### src/rtl/svc_latency_buf_pkg.sv
// Shared helpers for svc_latency_buf and other small FIFOs.
// Pointer increment with explicit wrap so any DEPTH works.
package svc_latency_buf_pkg;

    function automatic int unsigned ptr_inc(
        input int unsigned ptr,
        input int unsigned depth
    );
        return (ptr == depth - 1) ? 32'd0 : ptr + 32'd1;
    endfunction

endpackage

### src/rtl/svc_latency_buf_if.sv
// Issue, result, stream and credit signals of svc_latency_buf.
// slave = buffer side, master = pipeline/consumer side.
interface svc_latency_buf_if #(
    parameter int WIDTH = 8,
    parameter int DEPTH = 4
);
    localparam int CW = $clog2(DEPTH + 1);

    logic             issue_valid;
    logic             issue_ready;
    logic             res_valid;
    logic [WIDTH-1:0] res_data;
    logic             m_valid;
    logic [WIDTH-1:0] m_data;
    logic             m_ready;
    logic [CW-1:0]    credits;

    modport slave (
        input  issue_valid,
        input  res_valid,
        input  res_data,
        input  m_ready,
        output issue_ready,
        output m_valid,
        output m_data,
        output credits
    );

    modport master (
        output issue_valid,
        output res_valid,
        output res_data,
        output m_ready,
        input  issue_ready,
        input  m_valid,
        input  m_data,
        input  credits
    );

endinterface

### src/rtl/svc_credit_cnt.sv
// Free-credit counter: reset to DEPTH, launch takes one,
// return gives one back, both together leave it unchanged.
module svc_credit_cnt #(
    parameter int DEPTH = 4
) (
    input  logic                       clk,
    input  logic                       rst,
    input  logic                       i_launch,
    input  logic                       i_return,
    output logic [$clog2(DEPTH+1)-1:0] o_credits,
    output logic                       o_has_credit
);
    localparam int CW = $clog2(DEPTH + 1);

    logic [CW-1:0] r_credits;

    always_ff @(posedge clk) begin
        if (rst) begin
            r_credits <= CW'(DEPTH);
        end else if (i_launch && !i_return) begin
            r_credits <= r_credits - CW'(1);
        end else if (i_return && !i_launch) begin
            r_credits <= r_credits + CW'(1);
        end
    end

    assign o_credits    = r_credits;
    assign o_has_credit = (r_credits != '0);

endmodule

### src/rtl/svc_latency_buf.sv
// Credit-gated result buffer behind a fixed-latency pipeline.
// Optional same-cycle bypass: SVC_LATENCY_BUF_BYPASS_EN.
module svc_latency_buf
    import svc_latency_buf_pkg::*;
#(
    parameter int WIDTH = 8,
    parameter int DEPTH = 4
) (
    input logic              clk,
    input logic              rst,
    svc_latency_buf_if.slave bus
);
    localparam int CW = $clog2(DEPTH + 1);
    localparam int AW = $clog2(DEPTH);

    logic [WIDTH-1:0] r_mem [DEPTH];
    logic [AW-1:0]    r_rd_ptr;
    logic [AW-1:0]    r_wr_ptr;
    logic [CW-1:0]    r_count;

    logic          w_empty;
    logic          w_full;
    logic          w_pop_fifo;
    logic          w_bypass;
    logic          w_pop;
    logic          w_wr;
    logic          w_launch;
    logic          w_has_credit;
    logic [CW-1:0] w_credits;

    assign w_empty    = (r_count == '0);
    assign w_full     = (r_count == CW'(DEPTH));
    assign w_pop_fifo = bus.m_ready && !w_empty;

`ifdef SVC_LATENCY_BUF_BYPASS_EN
    assign w_bypass    = w_empty && bus.res_valid && bus.m_ready;
    assign bus.m_valid = !w_empty || bus.res_valid;
    assign bus.m_data  = w_empty ? bus.res_data
                                 : r_mem[r_rd_ptr];
`else
    assign w_bypass    = 1'b0;
    assign bus.m_valid = !w_empty;
    assign bus.m_data  = r_mem[r_rd_ptr];
`endif

    // A full FIFO still accepts a write when it pops that cycle.
    assign w_pop  = w_pop_fifo || w_bypass;
    assign w_wr   = bus.res_valid && !w_bypass
                    && (!w_full || w_pop_fifo);

    assign w_launch        = bus.issue_valid && w_has_credit;
    assign bus.issue_ready = w_has_credit;
    assign bus.credits     = w_credits;

    svc_credit_cnt #(
        .DEPTH (DEPTH)
    ) u_credit (
        .clk          (clk),
        .rst          (rst),
        .i_launch     (w_launch),
        .i_return     (w_pop),
        .o_credits    (w_credits),
        .o_has_credit (w_has_credit)
    );

    always_ff @(posedge clk) begin
        if (rst) begin
            r_rd_ptr <= '0;
            r_wr_ptr <= '0;
            r_count  <= '0;
        end else begin
            if (w_wr) begin
                r_wr_ptr <= AW'(ptr_inc(32'(r_wr_ptr),
                                        32'(DEPTH)));
            end
            if (w_pop_fifo) begin
                r_rd_ptr <= AW'(ptr_inc(32'(r_rd_ptr),
                                        32'(DEPTH)));
            end
            if (w_wr && !w_pop_fifo) begin
                r_count <= r_count + CW'(1);
            end else if (!w_wr && w_pop_fifo) begin
                r_count <= r_count - CW'(1);
            end
        end
    end

    always_ff @(posedge clk) begin
        if (!rst && w_wr) begin
            r_mem[r_wr_ptr] <= bus.res_data;
        end
    end

endmodule

### src/flat_wrapper.sv
// flat-port wrapper written by rule: the top's interface ports become plain ports
module svc_latency_buf_flat import svc_latency_buf_pkg::*;
#(
    parameter int WIDTH = 8,
    parameter int DEPTH = 4
)
  (clk, rst, bus_issue_valid, bus_res_valid, bus_res_data, bus_m_ready, bus_issue_ready, bus_m_valid, bus_m_data, bus_credits);
  svc_latency_buf_if #(.WIDTH(WIDTH), .DEPTH(DEPTH)) bus_i ();
  input logic clk;
  input logic rst;
  input wire logic [$bits(bus_i.issue_valid)-1:0] bus_issue_valid;
  input wire logic [$bits(bus_i.res_valid)-1:0] bus_res_valid;
  input wire logic [$bits(bus_i.res_data)-1:0] bus_res_data;
  input wire logic [$bits(bus_i.m_ready)-1:0] bus_m_ready;
  output wire logic [$bits(bus_i.issue_ready)-1:0] bus_issue_ready;
  output wire logic [$bits(bus_i.m_valid)-1:0] bus_m_valid;
  output wire logic [$bits(bus_i.m_data)-1:0] bus_m_data;
  output wire logic [$bits(bus_i.credits)-1:0] bus_credits;
  assign bus_i.issue_valid = bus_issue_valid;
  assign bus_i.res_valid = bus_res_valid;
  assign bus_i.res_data = bus_res_data;
  assign bus_i.m_ready = bus_m_ready;
  assign bus_issue_ready = bus_i.issue_ready;
  assign bus_m_valid = bus_i.m_valid;
  assign bus_m_data = bus_i.m_data;
  assign bus_credits = bus_i.credits;
  svc_latency_buf #(.WIDTH(WIDTH), .DEPTH(DEPTH)) u_core (.clk(clk), .rst(rst), .bus(bus_i));
endmodule
### config.mk
export PLATFORM = sky130hd
export DESIGN_NAME = svc_latency_buf_flat
export DESIGN_NICKNAME = d
export VERILOG_FILES = /design/src/rtl/svc_latency_buf_pkg.sv /design/src/rtl/svc_latency_buf_if.sv /design/src/rtl/svc_credit_cnt.sv /design/src/rtl/svc_latency_buf.sv /design/src/flat_wrapper.sv
export SDC_FILE = /design/constraint.sdc
export NUM_CORES = 1
export LEC_CHECK = 0
export CAP_MARGIN = 10
export CORE_ASPECT_RATIO = 1.75
export CORE_MARGIN = 2
export CORE_UTILIZATION = 40
export DETAILED_ROUTE_END_ITERATION = 12
export PLACE_DENSITY_LB_ADDON = 0.3
export SKIP_LAST_GASP = 1
export SYNTH_ARGS = -nofsm -noshare
export SYNTH_HDL_FRONTEND = slang
export SYNTH_SLANG_ARGS = --single-unit
### constraint.sdc
create_clock -name clk -period 2.98 [get_ports clk]
set_input_delay 0.596 -clock clk [delete_from_list [all_inputs] [get_ports clk]]
set_output_delay 0.596 -clock clk [all_outputs]
set_load 0.05 [all_outputs]
* Word level (Yosys, flattened, before mapping)
Memories as Yosys holds them, arrays and structs flattened. A register that Yosys moved wholly into a read port is not among the register bits. Index checks and enable logic that the tools add are counted.
Word-level totals: register bits after elaboration 10, memory bits (writable) 32, input port bits 13, output and inout bits 13, logic and storage cells 43, memories kept 1
Memories:
- u_core.r_mem | words 4, width 8, read ports 1, clocked after memory_dff 1, write ports 1, line svc_latency_buf.sv:16 | logic [WIDTH-1:0] r_mem [DEPTH];
Operators by class: add/subtract/negate cells 6, equality and inequality tests 3, multiplexer cells 10, reductions and logical operators 19
Operator list (number):
- 3-bit two-way mux | 4
- 1-bit logical AND | 8
- 2-bit two-way mux | 4
- 3-bit by 1-bit adder with 3-bit output, second input constant | 2
- 1-bit zero test | 6
- 3-bit by 1-bit subtractor with 3-bit output, second input constant | 2
- 2-bit by 1-bit adder with 2-bit output, second input constant | 2
- 2-bit == test, second input constant | 2
- 2-bit nonzero test | 2
- 3-bit == test, second input constant | 1
- 3-bit zero test | 1
- 3-bit nonzero test | 1
- 1-bit two-way mux | 2
- 1-bit logical OR | 1

* Longest topological paths before layout
depth after elaboration 9, gate-level depth with buffers 9, mapped depth without buffers 9

* Cells and area by module
From an unflattened synthesis, not the netlist that was laid out.
Unflattened totals: cells, all modules 107, area, all modules 1814.2 µm²
By module, submodules not included:
- svc_latency_buf | times used 1, cells an instance 92, area each 1657.8 µm², sequential area each 1141.1 µm²
- svc_credit_cnt | times used 1, cells an instance 15, area each 156.4 µm², sequential area each 60.1 µm²

* Least setup slack after synthesis
OpenSTA, ideal clock, no wires.
path kind reg-to-reg, start point register u_core.u_credit.r_credits[0], in the netlist u_core.u_credit.o_credits[0], end point register u_core.u_credit.r_credits[2], in the netlist u_core.u_credit.o_credits[2], setup time 0.132 ns, data arrival time 2.617 ns, required time 2.848 ns, setup slack 0.230 ns, stages on the path, launching flop included 9, buffers on the path 0, clock period less this slack 2.750 ns, path through dfxtp_1 > or3_1 > and2_1 > ha_1 > inv_1 > fa_1 > xor2_1 > o21ai_0 > or3b_2
On the way: cells in the longest elaborated chain, start to end 5, elaborated cells on any way between the ends 10, classes of those cells 2 x add/sub; 2 x mux; 6 x reduce/logical
Ends and longest elaborated chain:
- from (decl) | line svc_credit_cnt.sv:15 | logic [CW-1:0] r_credits;
- from (signal assigned) | line svc_credit_cnt.sv:19 | r_credits <= CW'(DEPTH);
- from (signal assigned) | line svc_credit_cnt.sv:21 | r_credits <= r_credits - CW'(1);
- from (signal assigned) | line svc_credit_cnt.sv:23 | r_credits <= r_credits + CW'(1);
- 3-bit nonzero test * | line svc_credit_cnt.sv:28 | assign o_has_credit = (r_credits != '0);
- net bus_issue_ready | line flat_wrapper.sv:15 | output wire logic [$bits(bus_i.issue_ready)-1:0] bus_issue_ready;
- 1-bit logical AND * | line svc_latency_buf.sv:51 | assign w_launch = bus.issue_valid && w_has_credit;
- 1-bit zero test | line svc_credit_cnt.sv:22 | end else if (i_return && !i_launch) begin
- 1-bit logical AND | line svc_credit_cnt.sv:22
- 2-bit nonzero test (no line)
The timed path passes the listed nets; every way through them passes the cells marked *. The select of a mux whose other input is x is not followed. A chain may end at the register's enable or synchronous reset.

==> summary.txt <==
CTS
  – H-tree Lvls: 2
  – Clk slew on worst S/H paths: around 70 ps
  – Clock Tree Root: clkbuf_8
  – Post-CTS Setup Repair Bufs: 0
  – Worst-Skew Late Latency: 300 ps
  – Hold_buf cts: 0
  – # resized after CTS: 0
  – CTS tree: done
  – Clk buf depth: 2
  – Total CTS buffers: 5
  – Clock Sinks: 44

Synth
  – Post-synth EDFFs: 32
  – Leading area contributor after synthesis: edfxtp_1
  – Post-Syn Area per Cell: between 15 and 20 um2
  – Syn nets: 131
  – Post-synthesis sequential area ratio: 0.661
  – Synthesized cell area: roughly 1800 um2
  – Count of state elements after synthesis: 44
  – Top cell type's share of synthesized area: 0.529
  – Cells after Synth: between 100 and 150
  – Post-synth cell types: 26
  – Ys flop type: edfxtp_1
  – Main area contributors after synthesis: edfxtp_1, dfxtp_1, mux4_2
  – Synthesis Warnings: 0
  – Asr flop ratio synth: 0

Placement
  – IO buf count: 25
  – Hpwl dp: 2120 um
  – Placed cells: 187
  – Routability-driven placement congestion ratio: roughly 0.67
  – Place WS: 123 ps

Route
  – Vias/cell: 5.04
  – Antenna Nets Post-Route: 0
  – Via count: 983
  – DR WL/cell: roughly 15 um
  – Detailed-router iteration count before antenna repair: 4
  – DR iter-0 viols: 11
  – DR DRC count: 0
  – Drt total wl: 2990 um

Power and ir drop
  – Pwr/cell area: 914 nW/um2
  – VDD IR max: 0.000641 V
  – Static leakage: 0.807 nW

GRT
  – GRT Util Overall: 0.138
  – Gr ovfl total: 0
  – Global-route wire length before repair: 4970 um
  – Largest net degree at the start of global routing: 17
  – Initial antenna violation count: 0
  – Vias in the first global route: 1090

Job
  – # Max-Cap Violations: 0

Timing
  – Fin Setup TNS: 0 ps
  – Clk_skew: 5.20 ps
  – Final setup viols: 0
  – RSZ-0062 raised after global routing: no
  – Relative slew slack: 0.565
  – Hold_ws: 520 ps
  – Final Cycle Share: 0.888
  – Hold Fails Final Rpt: 0
  – Period minus WS final: 2650 ps
  – Worst Max-Slew Pin Slew: between 600 and 700 ps
  – Max Freq: 378 MHz
  – Setup ws final: 334 ps
  – Max-slew violations: 0

Finish
  – Most frequent cells in the layout: edfxtp_1, clkdlybuf4s50_1, dfxtp_1
  – Most common cell after layout, fill and taps aside: edfxtp_1
  – N_diodes: 0
  – Fin util: 0.516
  – Layout cells sized above 1: 0.188
  – Final-stage net count: 165
  – Area delta synth->final: 25.1%
  – Finished Layout Cells: 195

Floorplan
  – Core area: between 4000 and 5000 um2
  – FP Rows: 32
  – DIE AREA: 5120 um2
  – Die extent in x: ~55 um
  – Initial core utilization: 0.412
  – # IOs: 26
  – Chip height: 93.2 um

Worst setup path
  – Arrival time worst endpoint: 2050 ps
  – Launch point of the worst reg-to-reg path: u_core.r_count[0]
  – Slowest Stage Delay on Critical Path: 710 ps
  – Worst Path Max Fanout: 8
  – Crit start category: flip-flop
  – Worst setup path category: reg -> out
  – Crit path max-delay cell type: clkdlybuf4s50_1
  – Worst path depth: 3
  – Critical path buffers and inverters: 2
  – Worst r2r path cells: 7
  – Crit path capture type: output port
  – CP cell instances: buf_4, mux4_2, clkdlybuf4s50_1
  – CP top delay family: buffers and inverters
  – CP required: about 2400 ps

Worst hold path
  – HP Start: u_core.r_rd_ptr[0]
  – Hold/Removal Path Class: reg -> reg
  – Hold depth: 2

Outcome
  – Status: completed
[metrics by stage]
step	power (mW)	cell area (um2)
2_1_floorplan	1.40	1820
3_3_place_gp	1.61	2160
3_5_place_dp	1.64	2160
4_1_cts	2.10	2270
5_1_grt	2.21	2270
6_report	2.08	2270
[flip-flops by register name, indices dropped and copies added (netlist names), named ones only]
signal	count
u_core.r_count	3
u_core.r_wr_ptr	2
u_core.r_rd_ptr	2
u_core.r_mem	32
u_core.u_credit.o_credits	3
[path summary, 6_finish.rpt]
kind | to | slack (ps)
max reg2reg | u_core.u_credit.o_credits[2] | 400
min | u_core.r_rd_ptr[0] | 520
max | bus_m_data[4] | 330
min reg2reg | u_core.r_rd_ptr[0] | 520
[layout make-up]
type,instances,area (um2)
clock inverter,2,33.8
inverter,8,30.0
sequential,44,1200
multi-input combinational,54,573
tap,51,63.8
timing repair buffer,30,288
clock buffer,6,82.6
fill,389,2130
[power breakdown]
group          total (mW)  leakage [nW]  switching [mW]  internal, mW
Clock               0.462        0.0588           0.192         0.270
Sequential          0.809         0.389          0.0752         0.734
Combinational       0.805         0.359           0.472         0.332
[synthesized netlist by cell type (all sizes together) (2+ instances only)]
cell type  count
buf            2
nor3b          4
nor2           7
or3            4
xor2           4
nand2b         2
nor3           2
o21ai          2
inv            8
fa             2
mux2i          3
edfxtp        32
dfxtp         12
ha             7
mux4           8
a21oi          3
[logic make-up (layout without fill, tap and decap cells)]
kind of cell / after synthesis / after routing / share of synthesized area
compound gates: 7 / 7 / 0.0331
flops: 44 / 44 / 0.661
simple gates: 22 / 22 / 0.0689
fa+ha+maj: 9 / 9 / 0.0702
buf+inv: 11 / 46 / 0.0234
mux: 12 / 12 / 0.124
xor+xnor: 4 / 4 / 0.0193
[tightest hold or removal path, stage by stage, from the launching register on]
cell and delay [ps]:
dfxtp_1 330, nand2_1 60, a21oi_1 70
[metal layers]
metal / global-route usage / part of all wire
met5: 0 / 0
met4: 0.0691 / 0.022
met3: 0.0415 / 0.053
met2: 0.224 / 0.54
met1: 0.159 / 0.38
Power figures use the tool's default switching activity.
